**config.mk**
```make
export PLATFORM = sky130hd
export DESIGN_NAME = pi_req_queue_flat
export DESIGN_NICKNAME = d
export VERILOG_FILES = /design/src/rtl/pi_req_queue_pkg.sv /design/src/rtl/pi_req_queue_if.sv /design/src/rtl/pi_req_queue_sync_fifo.sv /design/src/rtl/pi_req_queue.sv /design/src/flat_wrapper.sv
export SDC_FILE = /design/constraint.sdc
export NUM_CORES = 1
export LEC_CHECK = 0
export CORE_ASPECT_RATIO = 2
export CORE_MARGIN = 4
export CORE_UTILIZATION = 50
export DETAILED_ROUTE_END_ITERATION = 8
export GPL_ROUTABILITY_DRIVEN = 1
export PLACE_DENSITY = 0.72
export SLEW_MARGIN = 20
export SYNTH_ARGS = -nofsm -noshare
export SYNTH_HDL_FRONTEND = slang
export SYNTH_SLANG_ARGS = --single-unit
```
**constraint.sdc**
```tcl
create_clock -name sys_clk -period 2.6 [get_ports sys_clk]
set_input_delay 0.26 -clock sys_clk [delete_from_list [all_inputs] [get_ports sys_clk]]
set_output_delay 0.26 -clock sys_clk [all_outputs]
set_load 0.05 [all_outputs]
```
**src/rtl/pi_req_queue_pkg.sv**
```systemverilog
// Shared definitions for the Pi request queue: register map, ADDR_HI/CONTROL
// field positions and the packed request entry carried through the FIFO.
package pi_req_queue_pkg;

    localparam logic [2:0] PiRegDataLo  = 3'd0;
    localparam logic [2:0] PiRegDataHi  = 3'd1;
    localparam logic [2:0] PiRegAddrLo  = 3'd2;
    localparam logic [2:0] PiRegAddrHi  = 3'd3;
    localparam logic [2:0] PiRegControl = 3'd4;
    localparam logic [2:0] PiRegStatus  = 3'd4;
    localparam logic [2:0] PiRegVersion = 3'd7;

    localparam int unsigned AddrHiFcMsb   = 13;
    localparam int unsigned AddrHiFcLsb   = 11;
    localparam int unsigned AddrHiRead    = 10;
    localparam int unsigned AddrHiSizeMsb = 9;
    localparam int unsigned AddrHiSizeLsb = 8;
    localparam int unsigned AddrHiAddrMsb = 7;

    localparam int unsigned CtrlClrOvf = 0;
    localparam int unsigned CtrlFlush  = 1;

    localparam int unsigned ReqEntryW = 62;

    typedef struct packed {
        logic [2:0]  fc;
        logic        read;
        logic [1:0]  size;
        logic [23:0] addr;
        logic [31:0] wdata;
    } req_entry_t;

endpackage

```
**src/rtl/pi_req_queue_if.sv**
```systemverilog
// Request/completion handshake between the Pi request queue (master) and the
// 68k bus state machine (slave).
interface pi_req_queue_if;

    logic        req_valid;
    logic        req_ready;
    logic [2:0]  req_fc;
    logic        req_read;
    logic [1:0]  req_size;
    logic [23:0] req_addr;
    logic [31:0] req_wdata;
    logic        cmp_valid;
    logic [31:0] cmp_rdata;

    modport master (
        output req_valid, req_fc, req_read, req_size, req_addr, req_wdata,
        input  req_ready, cmp_valid, cmp_rdata
    );

    modport slave (
        input  req_valid, req_fc, req_read, req_size, req_addr, req_wdata,
        output req_ready, cmp_valid, cmp_rdata
    );

endinterface

```
**src/rtl/pi_req_queue_sync_fifo.sv**
```systemverilog
// First-word-fall-through synchronous FIFO with flush; a push into a full FIFO
// is accepted only when a pop frees the slot in the same cycle.
module pi_req_queue_sync_fifo #(
    parameter int unsigned Depth = 4,
    parameter int unsigned Width = 62,
    parameter int unsigned LvlW  = $clog2(Depth) + 1
) (
    input  logic             clk_i,
    input  logic             rst_ni,
    input  logic             push_i,
    input  logic [Width-1:0] wdata_i,
    input  logic             pop_i,
    input  logic             flush_i,
    output logic [Width-1:0] rdata_o,
    output logic [LvlW-1:0]  level_o,
    output logic             full_o,
    output logic             drop_o
);

    localparam int unsigned AddrW = (Depth > 1) ? $clog2(Depth) : 1;

    logic [Width-1:0] mem_q [Depth];
    logic [AddrW-1:0] wptr_q, wptr_d, rptr_q, rptr_d;
    logic [LvlW-1:0]  level_q, level_d;
    logic             empty, full, do_push, do_pop;

    assign empty   = (level_q == '0);
    assign full    = (level_q == LvlW'(Depth));
    assign do_pop  = pop_i & ~empty;
    // Flush discards a coincident push outright, so it never counts as a drop.
    assign do_push = push_i & ~flush_i & (~full | do_pop);
    assign drop_o  = push_i & ~flush_i & full & ~do_pop;

    always_comb begin
        wptr_d  = wptr_q;
        rptr_d  = rptr_q;
        level_d = level_q;
        if (flush_i) begin
            wptr_d  = '0;
            rptr_d  = '0;
            level_d = '0;
        end else begin
            if (do_push) wptr_d = wptr_q + AddrW'(1);
            if (do_pop)  rptr_d = rptr_q + AddrW'(1);
            unique case ({do_push, do_pop})
                2'b10:   level_d = level_q + LvlW'(1);
                2'b01:   level_d = level_q - LvlW'(1);
                default: level_d = level_q;
            endcase
        end
    end

    always_ff @(posedge clk_i or negedge rst_ni) begin
        if (!rst_ni) begin
            wptr_q  <= '0;
            rptr_q  <= '0;
            level_q <= '0;
            for (int i = 0; i < Depth; i++) mem_q[i] <= '0;
        end else begin
            wptr_q  <= wptr_d;
            rptr_q  <= rptr_d;
            level_q <= level_d;
            if (do_push) mem_q[wptr_q] <= wdata_i;
        end
    end

    assign rdata_o = mem_q[rptr_q];
    assign level_o = level_q;
    assign full_o  = full;

endmodule

```
**src/rtl/pi_req_queue.sv**
```systemverilog
// Decodes Pi register writes into 68k bus requests, queues them, and tracks the
// in-flight request and its read data for the Pi status register.
module pi_req_queue
    import pi_req_queue_pkg::*;
#(
    parameter int unsigned DEPTH = 4,
    parameter int unsigned LW    = 3
) (
    input  logic                 sys_clk,
    input  logic                 nRST,
    input  logic                 pi_wr_i,
    input  logic [2:0]           pi_a_i,
    input  logic [15:0]          pi_din_i,
    pi_req_queue_if.master       bus_if,
    output logic [31:0]          rd_data_o,
    output logic                 busy_o,
    output logic                 full_o,
    output logic                 overflow_o,
    output logic [LW-1:0]        level_o
);

    logic        s0_q, s1_q, s2_q;
    logic        strobe;
    logic [31:0] wdata_q, wdata_d;
    logic [15:0] addr_lo_q, addr_lo_d;
    logic        push, flush, clr_ovf, drop, pop;
    req_entry_t  push_entry, head;
    logic        in_flight_q, in_flight_d;
    logic        in_flight_read_q, in_flight_read_d;
    logic [31:0] rd_data_q, rd_data_d;
    logic        overflow_q, overflow_d;
    logic [LW-1:0] level;

    // PI_WR idles high, so the synchronizer resets high to avoid a false strobe.
    always_ff @(posedge sys_clk or negedge nRST) begin
        if (!nRST) begin
            s0_q <= 1'b1;
            s1_q <= 1'b1;
            s2_q <= 1'b1;
        end else begin
            s0_q <= pi_wr_i;
            s1_q <= s0_q;
            s2_q <= s1_q;
        end
    end

    assign strobe = s2_q & ~s1_q;

    always_comb begin
        push_entry.fc    = pi_din_i[AddrHiFcMsb:AddrHiFcLsb];
        push_entry.read  = pi_din_i[AddrHiRead];
        push_entry.size  = pi_din_i[AddrHiSizeMsb:AddrHiSizeLsb];
        push_entry.addr  = {pi_din_i[AddrHiAddrMsb:0], addr_lo_q};
        push_entry.wdata = wdata_q;
    end

    always_comb begin
        wdata_d   = wdata_q;
        addr_lo_d = addr_lo_q;
        push      = 1'b0;
        flush     = 1'b0;
        clr_ovf   = 1'b0;
        if (strobe) begin
            case (pi_a_i)
                PiRegDataLo:  wdata_d[15:0]  = pi_din_i;
                PiRegDataHi:  wdata_d[31:16] = pi_din_i;
                PiRegAddrLo:  addr_lo_d      = pi_din_i;
                PiRegAddrHi:  push           = 1'b1;
                PiRegControl: begin
                    clr_ovf = pi_din_i[CtrlClrOvf];
                    flush   = pi_din_i[CtrlFlush];
                end
                default: ;
            endcase
        end
    end

    pi_req_queue_sync_fifo #(
        .Depth (DEPTH),
        .Width ($bits(req_entry_t)),
        .LvlW  (LW)
    ) u_fifo (
        .clk_i   (sys_clk),
        .rst_ni  (nRST),
        .push_i  (push),
        .wdata_i (push_entry),
        .pop_i   (pop),
        .flush_i (flush),
        .rdata_o (head),
        .level_o (level),
        .full_o  (full_o),
        .drop_o  (drop)
    );

    assign bus_if.req_valid = (level != '0);
    assign bus_if.req_fc    = head.fc;
    assign bus_if.req_read  = head.read;
    assign bus_if.req_size  = head.size;
    assign bus_if.req_addr  = head.addr;
    assign bus_if.req_wdata = head.wdata;

    assign pop = bus_if.req_valid & bus_if.req_ready;

    // A pop in the same cycle as a completion retires the old request and
    // starts the new one, so pop takes priority for in_flight.
    always_comb begin
        in_flight_d      = in_flight_q;
        in_flight_read_d = in_flight_read_q;
        rd_data_d        = rd_data_q;
        if (bus_if.cmp_valid && in_flight_q) begin
            in_flight_d = 1'b0;
            if (in_flight_read_q) rd_data_d = bus_if.cmp_rdata;
        end
        if (pop) begin
            in_flight_d      = 1'b1;
            in_flight_read_d = head.read;
        end
        overflow_d = drop ? 1'b1 : (clr_ovf ? 1'b0 : overflow_q);
    end

    always_ff @(posedge sys_clk or negedge nRST) begin
        if (!nRST) begin
            wdata_q          <= '0;
            addr_lo_q        <= '0;
            in_flight_q      <= 1'b0;
            in_flight_read_q <= 1'b0;
            rd_data_q        <= '0;
            overflow_q       <= 1'b0;
        end else begin
            wdata_q          <= wdata_d;
            addr_lo_q        <= addr_lo_d;
            in_flight_q      <= in_flight_d;
            in_flight_read_q <= in_flight_read_d;
            rd_data_q        <= rd_data_d;
            overflow_q       <= overflow_d;
        end
    end

    assign rd_data_o  = rd_data_q;
    assign busy_o     = (level != '0) | in_flight_q;
    assign overflow_o = overflow_q;
    assign level_o    = level;

endmodule

```
**src/flat_wrapper.sv**
```systemverilog
// flat-port wrapper written by rule: the top's interface ports become plain ports
module pi_req_queue_flat import pi_req_queue_pkg::*;
#(
    parameter int unsigned DEPTH = 4,
    parameter int unsigned LW    = 3
)
  (sys_clk, nRST, pi_wr_i, pi_a_i, pi_din_i, rd_data_o, busy_o, full_o, overflow_o, level_o, bus_if_req_valid, bus_if_req_fc, bus_if_req_read, bus_if_req_size, bus_if_req_addr, bus_if_req_wdata, bus_if_req_ready, bus_if_cmp_valid, bus_if_cmp_rdata);
  pi_req_queue_if bus_if_i ();
  input  logic sys_clk;
  input  logic nRST;
  input  logic pi_wr_i;
  input  logic [2:0] pi_a_i;
  input  logic [15:0] pi_din_i;
  output logic [31:0] rd_data_o;
  output logic busy_o;
  output logic full_o;
  output logic overflow_o;
  output logic [LW-1:0] level_o;
  output wire logic [$bits(bus_if_i.req_valid)-1:0] bus_if_req_valid;
  output wire logic [$bits(bus_if_i.req_fc)-1:0] bus_if_req_fc;
  output wire logic [$bits(bus_if_i.req_read)-1:0] bus_if_req_read;
  output wire logic [$bits(bus_if_i.req_size)-1:0] bus_if_req_size;
  output wire logic [$bits(bus_if_i.req_addr)-1:0] bus_if_req_addr;
  output wire logic [$bits(bus_if_i.req_wdata)-1:0] bus_if_req_wdata;
  input wire logic [$bits(bus_if_i.req_ready)-1:0] bus_if_req_ready;
  input wire logic [$bits(bus_if_i.cmp_valid)-1:0] bus_if_cmp_valid;
  input wire logic [$bits(bus_if_i.cmp_rdata)-1:0] bus_if_cmp_rdata;
  assign bus_if_req_valid = bus_if_i.req_valid;
  assign bus_if_req_fc = bus_if_i.req_fc;
  assign bus_if_req_read = bus_if_i.req_read;
  assign bus_if_req_size = bus_if_i.req_size;
  assign bus_if_req_addr = bus_if_i.req_addr;
  assign bus_if_req_wdata = bus_if_i.req_wdata;
  assign bus_if_i.req_ready = bus_if_req_ready;
  assign bus_if_i.cmp_valid = bus_if_cmp_valid;
  assign bus_if_i.cmp_rdata = bus_if_cmp_rdata;
  pi_req_queue #(.DEPTH(DEPTH), .LW(LW)) u_core (.sys_clk(sys_clk), .nRST(nRST), .pi_wr_i(pi_wr_i), .pi_a_i(pi_a_i), .pi_din_i(pi_din_i), .bus_if(bus_if_i), .rd_data_o(rd_data_o), .busy_o(busy_o), .full_o(full_o), .overflow_o(overflow_o), .level_o(level_o));
endmodule
```
==> key figures, run 1 <==
Run status
  • Status: complete, no violations

Setup path
  • WP data required: 2.34 ns
  • Arrival @ worst endpoint: 2.19 ns
  • Worst reg2reg startpoint: u_core.s2_q$_DFF_PN1_
  • Setup crit start kind: flop
  • FF-to-FF End: u_core.u_fifo.level_o[2]$_DFFE_PN0P_
  • R2R Setup Slk: 0.28 ns
  • Critical Path End: bus_if_req_valid
  • Crit. End Element: primary output
  • CP max FO: 7
  • Reg2Reg Depth: 8
  • CP Launch Point: u_core.u_fifo.level_o[0]$_DFFE_PN0P_
  • Critical path class: reg2out

Timing
  • Slew margin rel.: 0.575
  • Fin worst setup slack: 0.154 ns
  • Worst-margin pin slew: 0.638 ns
  • Total Neg Setup Slack: 0 ns
  • Fin crit period: 2.45 ns
  • Final Hold Viols: 0
  • RSZ-0062 raised after global routing: false
  • Max Clk Rate: 409 MHz
  • Slew Viols, Final: 0
  • Setup violators final: 0
  • Clk_skew: 0.0127 ns
  • Crit share post-route: 0.941

Die
  • Die Ht: 249 um
  • Total core area: approximately 0.029 sq mm
  • Die Wd: 129 um
  • Row count: 88
  • I/O pin cnt: roughly 160
  • Total die area: 0.0320 sq mm
  • Initial Utilization: 0.505

Cells and area
  • Fraction of layout cells with a size suffix above 1: 0.491
  • Diode count: 0
  • Commonest cells after routing, fill and taps aside: dfrtp_1, mux2_2, clkdlybuf4s50_1, buf_4, mux4_2
  • Nets: between 1000 and 1500
  • Syn-to-layout area delta: 21.2%
  • Post-route cell area: 0.0176 sq mm
  • Commonest non-fill, non-tap cell in the layout: dfrtp_1

Place
  • Placed Instance Area: 0.0165 sq mm
  • PortBufs: 156
  • Place WS: 0.0526 ns
  • Routability cong.: 0.782
  • HPWL after DPL: 20900 um

Yosys
  • Sequential fraction of the synthesis area: 0.588
  • Flops & latches, synth: 341
  • Synth top area cells: dfrtp_1, mux2_2, mux4_2
  • Mapped Nets: 894
  • Count of cell types in the netlist: 37
  • Mean cell area of the mapped netlist: between 15 and 20 sq um
  • EDFF count, synth: 0
  • FFs w/ async S/R, synth: 1.00
  • Mapped Cells: around 830
  • Yosys top cell area share: 0.582
  • Ys flop type: dfrtp_1
  • Mapped cell area: approximately 0.015 sq mm
  • Cell accounting for the most synthesized area: dfrtp_1
  • Synth Warn #: 0

Global route
  • Pin count of the biggest net entering global routing: 79
  • GRT Overall Usage: 0.200
  • Global-route wire length before repair: 50000 um
  • Initial antenna violation count: 0
  • GR Overflow Total: 0
  • Vias in the first global route: 8704

Clock tree
  • CTS tree: done
  • CTS root buffer: clkbuf_16
  • CTS clk-pin slew, worst paths: 0.06 ns
  • Clock Latency Late Sink: 0.57 ns
  • CTS HTree Levels: 1
  • CTS Buf Count: 30
  • Clock tree buffer depth: 3
  • # clock sinks: 341

Routing
  • Top layer in use: met4
  • DR vias/cell: about 5.6
  • Initial DRC count: ~320
  • Routed length on met2: 17300 um
  • Post-DRT Antenna Nets: 0
  • Wire length on met3: between 1000 and 1500 um
  • Met1 wire length: 11900 um
  • Total number of vias: 7858
  • Total Wirelength: 31300 um
  • TritonRoute pass-1 iters: 4
  • DRC: 0
  • WL/cell: approximately 22 um

Pwr
  • Leakage Power: 8.42 nW
  • Peak supply drop: between 700 and 800 uV
  • PwrDens: 1110 mW/mm^2

Worst hold path
  • HP Class: in2reg
  • Hold path depth: 1

Run
  • Max-cap violation count: 0
==> state kept, by name, summed over array words and instances, names as in the netlist <==
signal / cells
u_core.u_fifo.level_o: 3
u_core.u_fifo.rptr_q: 2
u_core.u_fifo.mem_q: 248
u_core.in_flight_q: 1
u_core.s0_q: 1
u_core.overflow_o: 1
u_core.in_flight_read_q: 1
u_core.s2_q: 1
u_core.rd_data_o: 32
u_core.s1_q: 1
u_core.wdata_q: 32
u_core.addr_lo_q: 16
u_core.u_fifo.wptr_q: 2
==> repair_timing <==
item / 4_1_cts / 5_1_grt
endpoints found under the hold margin: 69 / 0
buffers inserted: 3 / 0
gates resized for setup: 1 / 0
hold buffers: 1 / 0
setup endpoints to repair: 29 / 0
==> power breakdown <==
part / internal [mW] / switching, mW
Combinational: 3.28 / 4.26
Sequential: 6.67 / 0.827
Clock: 2.58 / 1.94
Total: 12.5 / 7.03
==> layout make-up <==
type | instances | area [sq um]
clock buffers | 42 | 847
multi-input cells | 438 | 5560
clock inverters | 14 | 156
flip-flops and latches | 341 | 8540
fillers | 2146 | 11100
inverters | 5 | 18.8
repair buffers | 204 | 2020
well taps | 360 | 450
==> cell usage after synthesis (5+ instances only) <==
cell type / n
buf_8: 6
clkbuf_1: 9
buf_6: 19
nor2_1: 5
mux4_2: 62
buf_2: 10
inv_1: 5
mux2_2: 272
mux2_4: 10
dfrtp_1: 338
ha_1: 5
mux2_1: 47
==> critical path, cell delays in order (launching register included) <==
cell,delay (ns)
dfrtp_1,0.37
buf_4,0.16
or3_1,0.38
clkdlybuf4s50_1,0.71
==> per-stage QoR <==
stage | hold slack, ns | cells | util | power [mW]
floorplan | -0.0356 | 832 | - | 12.6
global placement | 0.300 | 1344 | 0.575 | 15.0
detailed placement | 0.305 | 1344 | 0.575 | 15.2
CTS | 0.0754 | 1404 | 0.612 | 19.8
global route | 0.0883 | 1404 | 0.612 | 20.5
finish | 0.102 | 1404 | 0.612 | 19.5
==> worst min path at each step <==
stage | slack (ns) | startpoint | endpoint
floorplan | -0.04 | nRST | u_core.addr_lo_q[0]$_DFFE_PN0P_
global placement | 0.30 | nRST | u_core.wdata_q[30]$_DFFE_PN0P_
detailed placement | 0.30 | nRST | u_core.u_fifo.mem_q[30]$_DFFE_PN0P_
CTS | 0.08 | pi_wr_i | u_core.s0_q$_DFF_PN1_
global route | 0.09 | pi_wr_i | u_core.s0_q$_DFF_PN1_
finish | 0.10 | pi_wr_i | u_core.s0_q$_DFF_PN1_
==> per-layer routing <==
layer / GRT usage / vias to the layer above
met5: 0 / -
met4: 0.0688 / 0
met3: 0.0234 / 50
met2: 0.364 / 138
met1: 0.242 / 4218
li1: - / 3452
==> cell families after synthesis <==
| logic type | after synthesis | share of synthesized area |
|---|---|---|
| AOI/OAI and AO/OA | 9 | 0.00405 |
| xor gates and xnor gates | 4 | 0.00241 |
| adders and majority gates | 6 | 0.00569 |
| buffers and inverters | 53 | 0.0296 |
| DFF | 341 | 0.588 |
| muxes | 393 | 0.355 |
| and+or+nand+nor | 26 | 0.0152 |
Note: power is estimated with default switching activity, not from simulation.
==> run 2: changes to the inputs <==
Settings changed: CORE_UTILIZATION 50 to 35, PLACE_DENSITY 0.72 to 0.52.
==> run 2 against run 1 <==
  * Utilization fell by 18 points
  * Combinational power is essentially flat
  * Sequential cell count stayed put
  * Sequential power barely moved
  * Clock skew about the same
  * Clock-buffer cell count up 10
  * Critical path depth is the same
  * Sequential share of layout area down 0.82 points
  * Critical endpoint unchanged
  * Clock power rose by 11%
  * Die area up 41%
  * Largest cell class unchanged
==> key figures, run 2 (synthesis gave the netlist of run 1 again) <==
Run status
  • Status: complete, no violations

Cells and area
  • Commonest cells after routing, fill and taps aside: dfrtp_1, mux2_2, clkdlybuf4s50_1, buf_4, mux4_2
  • Largest register FFs: approximately 250
  • Syn-to-layout area delta: 23.2%
  • Diode count: 0
  • Filler Cells Inserted: around 3800
  • Commonest non-fill, non-tap cell in the layout: dfrtp_1
  • Nets: ~1100
  • Multi-input gate area: 0.00556 sq mm
  • FF+latch area: about 0.0085 sq mm
  • Most flop-heavy register: u_core.u_fifo.mem_q
  • Fraction of layout cells with a size suffix above 1: 0.493

Clock tree
  • CTS root buffer: clkbuf_16
  • CTS HTree Levels: 2
  • CTS clk-pin slew, worst paths: 0.06 ns
  • Clock tree buffer depth: 3
  • Clock Latency Late Sink: 0.52 ns
  • CTS tree: done
  • CTS Buf Count: 34
  • # clock sinks: between 300 and 400

Place
  • Routability cong.: approximately 0.7
  • PortBufs: 156
  • Place WS: roughly 0.060 ns
  • HPWL after DPL: roughly 23000 um

Timing
  • Slew Viols, Final: 0
  • RSZ-0062 raised after global routing: false
  • Total Neg Setup Slack: 0 ns
  • Slew margin rel.: 0.588
  • Fin worst setup slack: around 0.11 ns
  • Max Clk Rate: 402 MHz
  • Fin crit period: about 2.5 ns
  • Crit share post-route: 0.957
  • Final Hold Viols: 0
  • Setup violators final: 0
  • Clk_skew: 0.0127 ns
  • Worst-margin pin slew: 0.618 ns

Worst hold path
  • HP Class: in2reg

Setup path
  • CP max FO: 5
  • WP data required: approximately 2.3 ns
  • Crit. End Element: primary output
  • CP max-delay cell: clkdlybuf4s50_1
  • CP cell instances: buf_4 -> or3_1 -> clkdlybuf4s50_1
  • Setup crit start kind: flop
  • CP peak stage delay: 0.71 ns
  • Critical path class: reg2out
  • Arrival @ worst endpoint: about 2.2 ns

Global route
  • Pin count of the biggest net entering global routing: 73
  • Initial antenna violation count: 0
  • GRT Overall Usage: 0.157
  • Global-route wire length before repair: ~55000 um
  • Vias in the first global route: about 8800
  • GR Overflow Total: 0

Pwr
  • Comb power frac: 0.375
  • Power Internal: 12.8 mW
  • Sequential power share: 0.375
  • Switch Pwr: between 7 and 8 mW
  • Leakage Power: 8.47 nW
  • PwrDens: approximately 1100 mW/mm^2
  • Peak supply drop: 547 uV
  • Clock share of power: 0.250
  • Sw Share: 0.360

Routing
  • Initial DRC count: ~290
  • Total number of vias: roughly 8000
  • Total Wirelength: about 35000 um
  • DRC: 0
  • Post-DRT Antenna Nets: 0
  • DR vias/cell: 5.00
  • TritonRoute pass-1 iters: 4
  • WL/cell: ~22 um

Die
  • I/O pin cnt: about 160
  • Total core area: 0.0410 sq mm
  • Die Wd: 152 um
  • Row count: around 110
  • Initial Utilization: 0.354
  • Total die area: 0.0450 sq mm
  • Die Ht: 296 um

Run
  • Max-cap violation count: 0
-- run 2: power groups by stage --
stage	registers, mW	clock network (mW)	logic, mW
final	7.51	5.00	7.52
after global routing	7.69	5.38	7.97
after CTS	7.56	5.20	7.61
after floorplan	8.18	0	4.44
after global placement	7.61	0	7.54
after detailed placement	7.66	0	7.60
-- run 2: per-stage QoR --
step	cell area [sq um]	total power, mW	hold WS [ns]	utilization	cells
2_1_floorplan	14500	12.6	-0.0356	-	832
5_1_grt	17900	21.0	0.149	0.437	1580
3_3_place_gp	16700	15.1	0.271	0.408	1514
4_1_cts	17900	20.4	0.141	0.436	1576
6_report	17900	20.0	0.175	0.437	1580
3_5_place_dp	16700	15.3	0.278	0.408	1514
-- run 2: final cells by class --
type / count / share of cell area
sequential: 341 / 0.477
tap: 535 / 0.0374
multi-input combinational: 438 / 0.311
inverter: 5 / 0.00105
clock buffer: 52 / 0.0593
clock inverter: 9 / 0.00440
timing repair buffer: 200 / 0.110
-- run 2: path summary, 6_finish.rpt --
path,slack [ns],end,cells after the start,startpoint
hold / removal,0.18,u_core.s0_q$_DFF_PN1_,1,pi_wr_i
setup reg to reg,0.24,u_core.u_fifo.level_o[2]$_DFFE_PN0P_,8,u_core.u_fifo.level_o[0]$_DFFE_PN0P_
hold reg to reg,0.36,u_core.s1_q$_DFF_PN1_,0,u_core.s0_q$_DFF_PN1_
max in group asynchronous,1.43,u_core.u_fifo.mem_q[96]$_DFFE_PN0P_,3,nRST
setup / recovery,0.11,bus_if_req_valid,3,u_core.u_fifo.level_o[0]$_DFFE_PN0P_
min in group asynchronous,0.30,u_core.u_fifo.mem_q[152]$_DFFE_PN0P_,2,nRST
-- run 2: routing by layer --
metal,track usage,vias to the layer above,part of all wire
met1,0.190,4263,0.40
met2,0.294,140,0.54
met3,0.0239,46,0.032
li1,-,3456,-
met4,0.0410,0,0.022
met5,0,-,0
-- run 2: critical path, delay by kind of cell (launching register included) --
family	cells	cell delay, ns
buffers and inverters	2	0.89
DFF	1	0.45
and+or+nand+nor	1	0.37
-- run 2: timing repair --
item / CTS / global route
hold buffers: 1 / 0
setup endpoints to repair: 1 / 3
buffers inserted: 0 / 4
hold endpoints to repair: 66 / 0
gates resized for setup: 1 / 0
